`src/rtl/i2c_slave_pkg.sv`:
```
// Shared FSM state type and bus constants for the I2C slave register bank.
package i2c_slave_pkg;

  typedef enum logic [3:0] {
    StIdle,
    StAddr,
    StAddrAck,
    StPtr,
    StPtrAck,
    StWrite,
    StWriteAck,
    StRead,
    StReadAck
  } state_e;

  localparam logic [6:0] GEN_CALL_ADDR = 7'h00;
  localparam logic       ACK           = 1'b0;
  localparam logic       NACK          = 1'b1;

endpackage

```
`src/rtl/i2c_bus_sync.sv`:
```
// SCL/SDA synchroniser producing registered SCL edge and START/STOP pulses.
module i2c_bus_sync #(
  parameter int unsigned SYNC_STAGES = 2
) (
  input  logic clk,
  input  logic reset,
  input  logic scl_in,
  input  logic sda_in,
  output logic sda,
  output logic scl_rise,
  output logic scl_fall,
  output logic start,
  output logic stop
);

  logic [SYNC_STAGES-1:0] scl_sync, sda_sync;
  logic                   scl_s, sda_s, scl;

  assign scl_s = scl_sync[SYNC_STAGES-1];
  assign sda_s = sda_sync[SYNC_STAGES-1];

  // Bus idles high, so reset the chain to 1 to avoid a spurious START.
  always_ff @(posedge clk) begin
    if (reset) begin
      scl_sync <= '1;
      sda_sync <= '1;
      scl      <= 1'b1;
      sda      <= 1'b1;
      scl_rise <= 1'b0;
      scl_fall <= 1'b0;
      start    <= 1'b0;
      stop     <= 1'b0;
    end else begin
      scl_sync <= {scl_sync[SYNC_STAGES-2:0], scl_in};
      sda_sync <= {sda_sync[SYNC_STAGES-2:0], sda_in};
      scl      <= scl_s;
      sda      <= sda_s;
      scl_rise <= scl_s & ~scl;
      scl_fall <= ~scl_s & scl;
      start    <= scl & scl_s & sda & ~sda_s;
      stop     <= scl & scl_s & ~sda & sda_s;
    end
  end

endmodule

```
`src/rtl/i2c_slave_regbank.sv`:
```
// I2C slave with pointer/auto-increment access to a dual-ported register bank.
// Define I2C_SLAVE_GENCALL_EN to accept general-call (7'h00) writes.
module i2c_slave_regbank
  import i2c_slave_pkg::*;
#(
  parameter logic [6:0]  SLAVE_ADDR  = 7'h42,
  parameter int unsigned DEPTH       = 32,
  parameter int unsigned SYNC_STAGES = 2,
  localparam int unsigned PTR_W      = $clog2(DEPTH)
) (
  input  logic             clk,
  input  logic             reset,
  input  logic             scl_in,
  input  logic             sda_in,
  output logic             sda_oe,
  input  logic [PTR_W-1:0] loc_addr,
  input  logic [7:0]       loc_din,
  input  logic             loc_we,
  output logic [7:0]       loc_dout,
  output logic             wr_strobe,
  output logic [PTR_W-1:0] wr_addr,
  output logic [7:0]       wr_data,
  output logic             busy
);

`ifdef I2C_SLAVE_GENCALL_EN
  localparam bit GenCallEn = 1'b1;
`else
  localparam bit GenCallEn = 1'b0;
`endif

  logic sda_s, scl_rise, scl_fall, start, stop;

  i2c_bus_sync #(
    .SYNC_STAGES(SYNC_STAGES)
  ) u_sync (
    .clk     (clk),
    .reset   (reset),
    .scl_in  (scl_in),
    .sda_in  (sda_in),
    .sda     (sda_s),
    .scl_rise(scl_rise),
    .scl_fall(scl_fall),
    .start   (start),
    .stop    (stop)
  );

  state_e           state;
  logic [3:0]       cnt;
  logic [7:0]       shreg, tx, rx_byte;
  logic [PTR_W-1:0] ptr;
  logic [7:0]       bank [DEPTH];
  logic             i2c_we, gen_call, addr_hit;

  assign rx_byte  = {shreg[6:0], sda_s};
  assign gen_call = GenCallEn && (shreg[7:1] == GEN_CALL_ADDR) && (shreg[0] == 1'b0);
  assign addr_hit = (shreg[7:1] == SLAVE_ADDR) || gen_call;
  assign i2c_we   = (state == StWrite) && scl_rise && (cnt == 4'd7);

  // I2C write is placed last so it wins a same-address collision with the local port.
  always_ff @(posedge clk) begin
    if (reset) begin
      for (int unsigned i = 0; i < DEPTH; i++) bank[i] <= '0;
      loc_dout <= '0;
    end else begin
      if (loc_we) bank[loc_addr] <= loc_din;
      if (i2c_we) bank[ptr] <= rx_byte;
      loc_dout <= bank[loc_addr];
    end
  end

  always_ff @(posedge clk) begin
    if (reset) begin
      state     <= StIdle;
      cnt       <= '0;
      shreg     <= '0;
      tx        <= '0;
      ptr       <= '0;
      sda_oe    <= 1'b0;
      busy      <= 1'b0;
      wr_strobe <= 1'b0;
      wr_addr   <= '0;
      wr_data   <= '0;
    end else begin
      wr_strobe <= i2c_we;
      if (i2c_we) begin
        wr_addr <= ptr;
        wr_data <= rx_byte;
      end
      if (stop) begin
        state  <= StIdle;
        sda_oe <= 1'b0;
        busy   <= 1'b0;
      end else if (start) begin
        state  <= StAddr;
        cnt    <= '0;
        sda_oe <= 1'b0;
      end else begin
        unique case (state)
          StIdle: ;
          StAddr, StPtr, StWrite: begin
            if (scl_rise && cnt < 4'd8) begin
              shreg <= rx_byte;
              cnt   <= cnt + 4'd1;
              if (cnt == 4'd7 && state == StPtr) ptr <= rx_byte[PTR_W-1:0];
              if (cnt == 4'd7 && state == StWrite) ptr <= ptr + 1'b1;
            end else if (scl_fall && cnt == 4'd8) begin
              cnt <= '0;
              if (state != StAddr) begin
                sda_oe <= ~ACK;
                state  <= (state == StPtr) ? StPtrAck : StWriteAck;
              end else if (addr_hit) begin
                sda_oe <= ~ACK;
                busy   <= 1'b1;
                state  <= StAddrAck;
              end else begin
                busy  <= 1'b0;
                state <= StIdle;
              end
            end
          end
          StAddrAck: begin
            if (scl_fall) begin
              cnt <= '0;
              if (shreg[0]) begin
                tx     <= bank[ptr];
                sda_oe <= ~bank[ptr][7];
                state  <= StRead;
              end else begin
                sda_oe <= 1'b0;
                state  <= StPtr;
              end
            end
          end
          StPtrAck, StWriteAck: begin
            if (scl_fall) begin
              sda_oe <= 1'b0;
              state  <= StWrite;
            end
          end
          StRead: begin
            if (scl_rise) begin
              cnt <= cnt + 4'd1;
            end else if (scl_fall && cnt == 4'd8) begin
              sda_oe <= 1'b0;
              cnt    <= '0;
              state  <= StReadAck;
            end else if (scl_fall && cnt != 4'd0) begin
              sda_oe <= ~tx[6];
              tx     <= {tx[6:0], 1'b0};
            end
          end
          StReadAck: begin
            // cnt marks that the master ACKed and the next byte is due at the fall.
            if (scl_rise) begin
              if (sda_s == ACK) begin
                ptr <= ptr + 1'b1;
                cnt <= 4'd1;
              end else begin
                state <= StIdle;
              end
            end else if (scl_fall && cnt == 4'd1) begin
              cnt    <= '0;
              tx     <= bank[ptr];
              sda_oe <= ~bank[ptr][7];
              state  <= StRead;
            end
          end
          default: state <= StIdle;
        endcase
      end
    end
  end

endmodule

```
`config.mk`:
```
export PLATFORM = sky130hd
export DESIGN_NAME = i2c_slave_regbank
export DESIGN_NICKNAME = d
export VERILOG_FILES = /design/src/rtl/i2c_slave_pkg.sv /design/src/rtl/i2c_bus_sync.sv /design/src/rtl/i2c_slave_regbank.sv
export SDC_FILE = /design/constraint.sdc
export NUM_CORES = 1
export LEC_CHECK = 0
export CORE_UTILIZATION = 59
export DETAILED_ROUTE_END_ITERATION = 16
export PLACE_DENSITY = 0.76
export SETUP_SLACK_MARGIN = 0.5
export SKIP_CTS_REPAIR_TIMING = 1
export SLEW_MARGIN = 20
export SYNTH_ARGS = -nofsm -noshare
export SYNTH_HDL_FRONTEND = slang
export SYNTH_SLANG_ARGS = --single-unit
export TNS_END_PERCENT = 50
```
`constraint.sdc`:
```
create_clock -name clk -period 2.87 [get_ports clk]
set_input_delay 0.7175 -clock clk [delete_from_list [all_inputs] [get_ports clk]]
set_output_delay 0.7175 -clock clk [all_outputs]
set_load 0.02 [all_outputs]
```
[Word level (Yosys, flattened, before mapping)]
Memory sizes are Yosys's and may differ from the RTL's. A register that Yosys moved wholly into a read port is not among the register bits.
Cells that the tools add are included.
Word-level totals
  bits in registers: 54
  output and inout port bits: 24
  logic and storage cells: 179
  memories: 1
  bits in writable memories: 256
  input bits: 18
Memories
  bank: depth 32, width 8, read ports 2, clocked after Yosys merged registers in 2, write ports 32, line i2c_slave_regbank.sv:52  | logic [7:0] bank [DEPTH];
Cells by class
  multiplexer cells: 68
  order comparisons: 1
  reductions and logical operators: 28
  bitwise logic cells: 18
  $add $sub $neg: 2
  eq/ne operators: 42
Operators by type and width (number)
  4-bit 2-to-1 mux: 17
  7-bit 2-to-1 mux: 7
  5-bit 2-to-1 mux: 9
  1-bit 2-to-1 mux: 24
  4-bit case mux with 6 select lines: 1
  2-bit inequality test (second input constant): 11
  7-bit case mux with 3 select lines: 1
  4-bit by 3-bit equality test with 1-bit output (second input constant): 5
  10-bit AND reduction: 2
  9-bit AND reduction: 2
  8-bit 2-to-1 mux: 2
  4-bit case mux with 4 select lines: 1
  8-bit OR reduction: 2
  3-bit by 2-bit inequality test with 1-bit output (second input constant): 5
  3-bit inequality test (second input constant): 4
  1-bit NOT: 11
  5-bit case mux with 2 select lines: 1
  5-bit AND reduction: 2
  5-bit nonzero test: 2
  4-bit by 1-bit equality test with 1-bit output (second input constant): 2
  4-bit by 2-bit equality test with 1-bit output (second input constant): 2
  4-bit equality test (second input constant): 2
  1-bit logical AND: 8
  2-bit by 1-bit inequality test with 1-bit output (second input constant): 4
  21 further kinds: 32

[Logic depth before layout (Yosys ltp)]
  word-level depth: 8
  depth in mapped cells: 9
  gate-level depth less buffers: 8

[Modules after synthesis]
A second synthesis with hierarchy kept.
Second synthesis, totals
  cell total of the unflattened synthesis: 1938
  area total of the unflattened synthesis: 19790.2 µm²
Modules (own cells, without submodules)
  i2c_slave_regbank: seq. area each 8828.5 µm², cells an instance 1916, area each 19489.9 µm², instances 1
  i2c_bus_sync: seq. area each 200.2 µm², cells an instance 22, area each 300.3 µm², instances 1

[Worst setup path before layout]
OpenSTA, ideal clock, no wires.
  path kind: input to register
  from: input loc_addr[0]
  to: memory bank[11][0], enable pin
  arrival: 2.321 ns
  cell stages on the path: 6
  path buffers: 3
  library setup time: 0.328 ns
  slack: 0.221 ns
  data required time: 2.542 ns
  cell sequence: buf_2 -> buf_2 -> buf_2 -> nand3_1 -> nor2_1 -> or3_1
RTL lines
  from (decl): line i2c_slave_regbank.sv:16  | input logic [PTR_W-1:0] loc_addr,
  to (decl): line i2c_slave_regbank.sv:52

==> impl_summary.txt <==
----------------------------------------------------
[Finish]
  Filler cell count ... 2,297
  Nets@finish ... 2,004
  Final standard cell utilization of the core ... 0.693
  Number of inserted diodes ... 0
  Fraction of layout cells with a size suffix above 1 ... 0.222
  Syn-to-layout area delta ... 15.3%

[Floorplan]
  Core area ... approximately 32,000 µm²
  X dimension of the die ... 182 µm
  Starting utilization of the core area ... 0.602
  Die outline height ... approximately 180 µm
  Total number of placement rows ... 65
  DIE AREA ... roughly 33,000 µm²
  IO Count ... 42

[Global route]
  Total global routing overflow ... 0
  Antenna violations before repair ... 0
  Largest net degree at the start of global routing ... 65
  All-layer global routing usage ... 0.397
  Global routing met1 resource utilization ... 0.540
  Global-route wire length before repair ... approximately 96 mm
  Via count of the first global-routing pass ... 15,400
  GR Util met2 ... 0.582
  Global route hottest layer ... met2
  GRT met3 Usage ... 0.107

[Worst setup path]
  Setup CP Type ... in -> reg
  Worst Path Buf+Inv ... 1
  Type of element launching the critical path ... input pin
  Type of element capturing the critical path ... flop
  Cell type group with the largest total delay on the critical path ... simple AND/OR/NAND/NOR gates
  Ordered cell list for the critical path ... clkdlybuf4s50_1, or3b_2, nor2_2, or3_4
  Crit-path slowest cell ... sky130_fd_sc_hd__or3b_2
  Worst endpoint required time ... approximately 3.1 ns
  Arrival time reported for the critical path endpoint ... about 2.6 ns
  Slowest cell delay on critical path ... around 0.67 ns
  Max FO, Critical Path ... 9

[Drt]
  First-pass iteration count of the detailed router ... 7
  Via count ... roughly 16,000
  Violation count after the first detailed-routing iteration ... roughly 2,900
  Detail-routed net length per standard cell ... between 20 and 30 µm
  Average via count per standard cell ... 6.84
  Detail Route Antenna Nets ... 0
  Remaining routing DRC violations ... 0
  Total length of routed wires ... ~65 mm

[STA]
  Maximum clock rate ... about 420 MHz
  Pins Over Slew Limit ... 0
  Slew at the pin with the worst max-slew slack ... roughly 0.84 ns
  Tcrit/Tclk final ... 0.829
  Setup clock skew after layout ... around 0.025 ns
  Relative slew slack ... 0.438
  Number of setup violations in the final report ... 0
  Worst hold margin ... about 0.4 ns
  Hold Fails Final Rpt ... 0
  Minimum clock period ... around 2.4 ns
  Setup repair after global routing missed its margin ... true

[Clocking]
  Clock buffer count from CTS ... 36
  Deepest clock path buffer count ... 3
  Clock tree from TritonCTS ... yes
  Insertion delay to the later sink of the worst-skew pair ... roughly 0.54 ns
  CTS Root Cell ... sky130_fd_sc_hd__clkbuf_16
  Clk slew on worst S/H paths ... 0.05 ns
  Clock sinks ... roughly 320
  Maximum level of the CTS H-tree ... 2

[Synthesis]
  Adder-Cell Fraction of Synth Area ... 0.00460
  Top FF cell, synth ... sky130_fd_sc_hd__edfxtp_1
  Combined area of all synthesized cells ... about 19,000 µm²
  Instance count of the mapped netlist ... 1,921
  Count of state elements after synthesis ... roughly 320
  XOR/XNOR Fraction of Synth Area ... 0.000460
  Compound-cell area share of the yosys netlist ... 0.124
  Proportion of synthesized chip area in sequential cells ... 0.474
  Largest family of logic cells by synthesized area ... simple AND/OR/NAND/NOR gates
  Post-synthesis async set-or-reset flop share ... 0
  Yosys warning total ... 0
  Avg Synthesized Cell Area ... 9.91 µm²
  Synth unique cells ... 64
  Portion of netlist area occupied by mux cells ... 0.167
  Post-synthesis share of cell area spent on and, or, nand and nor gates ... 0.189
  Nets in the synthesized netlist ... 1,946
  Number of synthesized flops with an enable pin ... ~260

[Pwr]
  Net Sw Power ... 2.67 mW
  Largest voltage drop on the vdd net ... 0.457 mV
  Leakage component of the power ... ~7 nW
  Clock power share ... 0.404
  Combinational share of power ... 0.088
  Power per cell area ... roughly 500 nW/µm²
  Internal portion of total power ... roughly 8.1 mW
  Proportion of power drawn by flip-flops and latches ... 0.508
  Fraction of power spent switching nets ... 0.247

[Place]
  PortBufs ... 41
  Gp weighted congestion ... between 1 and 1.5
  Sum of net half-perimeters after detailed placement ... between 40 and 50 mm

[Run status]
  Status ... finished, final reports clean

[Hold path]
  Kind of path behind the tightest hold check ... reg -> reg

[Flow run]
  Count of maximum capacitance violations ... 0

----------------------------------------------------
## per-layer routing
layer / vias up / share of wire / routed length, µm
met5: - / 0 / 0
met4: 0 / 0.066 / 4280
met3: 290 / 0.16 / 10700
met2: 1500 / 0.42 / 27400
met1: 7576 / 0.35 / 22800
li1: 7111 / - / -
## final timing paths
| kind | from | to | slack, ns | depth (start not counted) |
|---|---|---|---|---|
| max | loc_addr[4] | bank[9][6] | 0.49 | 4 |
| min | u_sync.sda_sync[0] | u_sync.sda_sync[1] | 0.41 | 1 |
| max reg2reg | flop | tx[5] | 0.54 | 6 |
| min reg2reg | u_sync.sda_sync[0] | u_sync.sda_sync[1] | 0.41 | 1 |
## power by group through the flow
| stage | registers, mW | logic, mW | clock network (mW) |
|---|---|---|---|
| floorplan | 5.45 | 0.569 | 0 |
| global placement | 5.55 | 0.899 | 0 |
| detailed placement | 5.56 | 0.907 | 0 |
| CTS | 5.46 | 0.911 | 4.35 |
| global route | 5.49 | 0.967 | 4.54 |
| finish | 5.48 | 0.951 | 4.37 |
## final cells by class
class                           count  area, µm²  share of cell area
Timing Repair Buffer              190       1680              0.0766
Sequential cell                   323       9040               0.412
Tap cell                          402        503              0.0229
Inverter                           10       37.5             0.00171
Clock buffer                       50       1010              0.0459
Clock inverter                     15       85.1             0.00388
Multi-Input combinational cell   1418       9580               0.437
## through the flow
stage / area (µm²) / std cells / worst slack [ns] / power, mW / TNS [ns]
2_1_floorplan: 19300 / 1921 / 0.424 / 6.02 / 0
3_3_place_gp: 20600 / 2325 / 0.0219 / 6.45 / 0
4_1_cts: 21600 / 2390 / 0.361 / 10.7 / 0
6_report: 21900 / 2408 / 0.491 / 10.8 / 0
3_5_place_dp: 20600 / 2325 / -0.0195 / 6.46 / -0.248
5_1_grt: 21900 / 2408 / 0.484 / 11.0 / 0
## cells by family after synthesis
group           after synthesis
xor+xnor                      1
simple gates                820
buf+inv                     180
compound gates              410
flops                       323
fa+ha+maj                     7
mux                         180
## registers in the layout (all words and copies together) (netlist names), 2 cells and up, named ones only
register and count:
loc_dout 8, tx 7, state 4, wr_addr 5, bank 256, ptr 5
wr_data 8, cnt 4, shreg 8, u_sync.scl_sync 2, u_sync.sda_sync 2
## layout by cell type (no fill, tap or decap), types with 38 or more instances in the layout
cell | Yosys | final
sky130_fd_sc_hd__buf_4 | 7 | 134
sky130_fd_sc_hd__o21ai_1 | 101 | 101
sky130_fd_sc_hd__mux2i_1 | 61 | 61
sky130_fd_sc_hd__edfxtp_1 | 256 | 256
sky130_fd_sc_hd__nor2_1 | 86 | 54
sky130_fd_sc_hd__dfxtp_1 | 67 | 61
sky130_fd_sc_hd__nand2_1 | 555 | 554
sky130_fd_sc_hd__o21ai_0 | 177 | 177
sky130_fd_sc_hd__clkbuf_16 | 0 | 38
sky130_fd_sc_hd__mux4_2 | 109 | 109
sky130_fd_sc_hd__nor2_2 | 32 | 46
## synth_stat cells (all sizes together) (27+ instances only)
library cell | instances | area share
nand2 | 555 | 0.11
o21ai | 278 | 0.073
edfxtp | 256 | 0.40
nor2 | 118 | 0.027
mux4 | 109 | 0.13
clkbuf | 100 | 0.020
buf | 70 | 0.019
dfxtp | 67 | 0.070
mux2i | 61 | 0.032
or3 | 38 | 0.012
a21oi | 27 | 0.0073
a22oi | 27 | 0.011
## worst register-to-register path: stages, from the launching register on
cell	delay, ns
sky130_fd_sc_hd__dfxtp_2	0.80
sky130_fd_sc_hd__buf_12	0.24
sky130_fd_sc_hd__mux4_2	0.37
sky130_fd_sc_hd__o2111ai_1	0.29
sky130_fd_sc_hd__nand3_1	0.14
sky130_fd_sc_hd__nor4b_1	0.31
sky130_fd_sc_hd__nor2_1	0.08
Note: power is estimated with default switching activity, not from simulation.
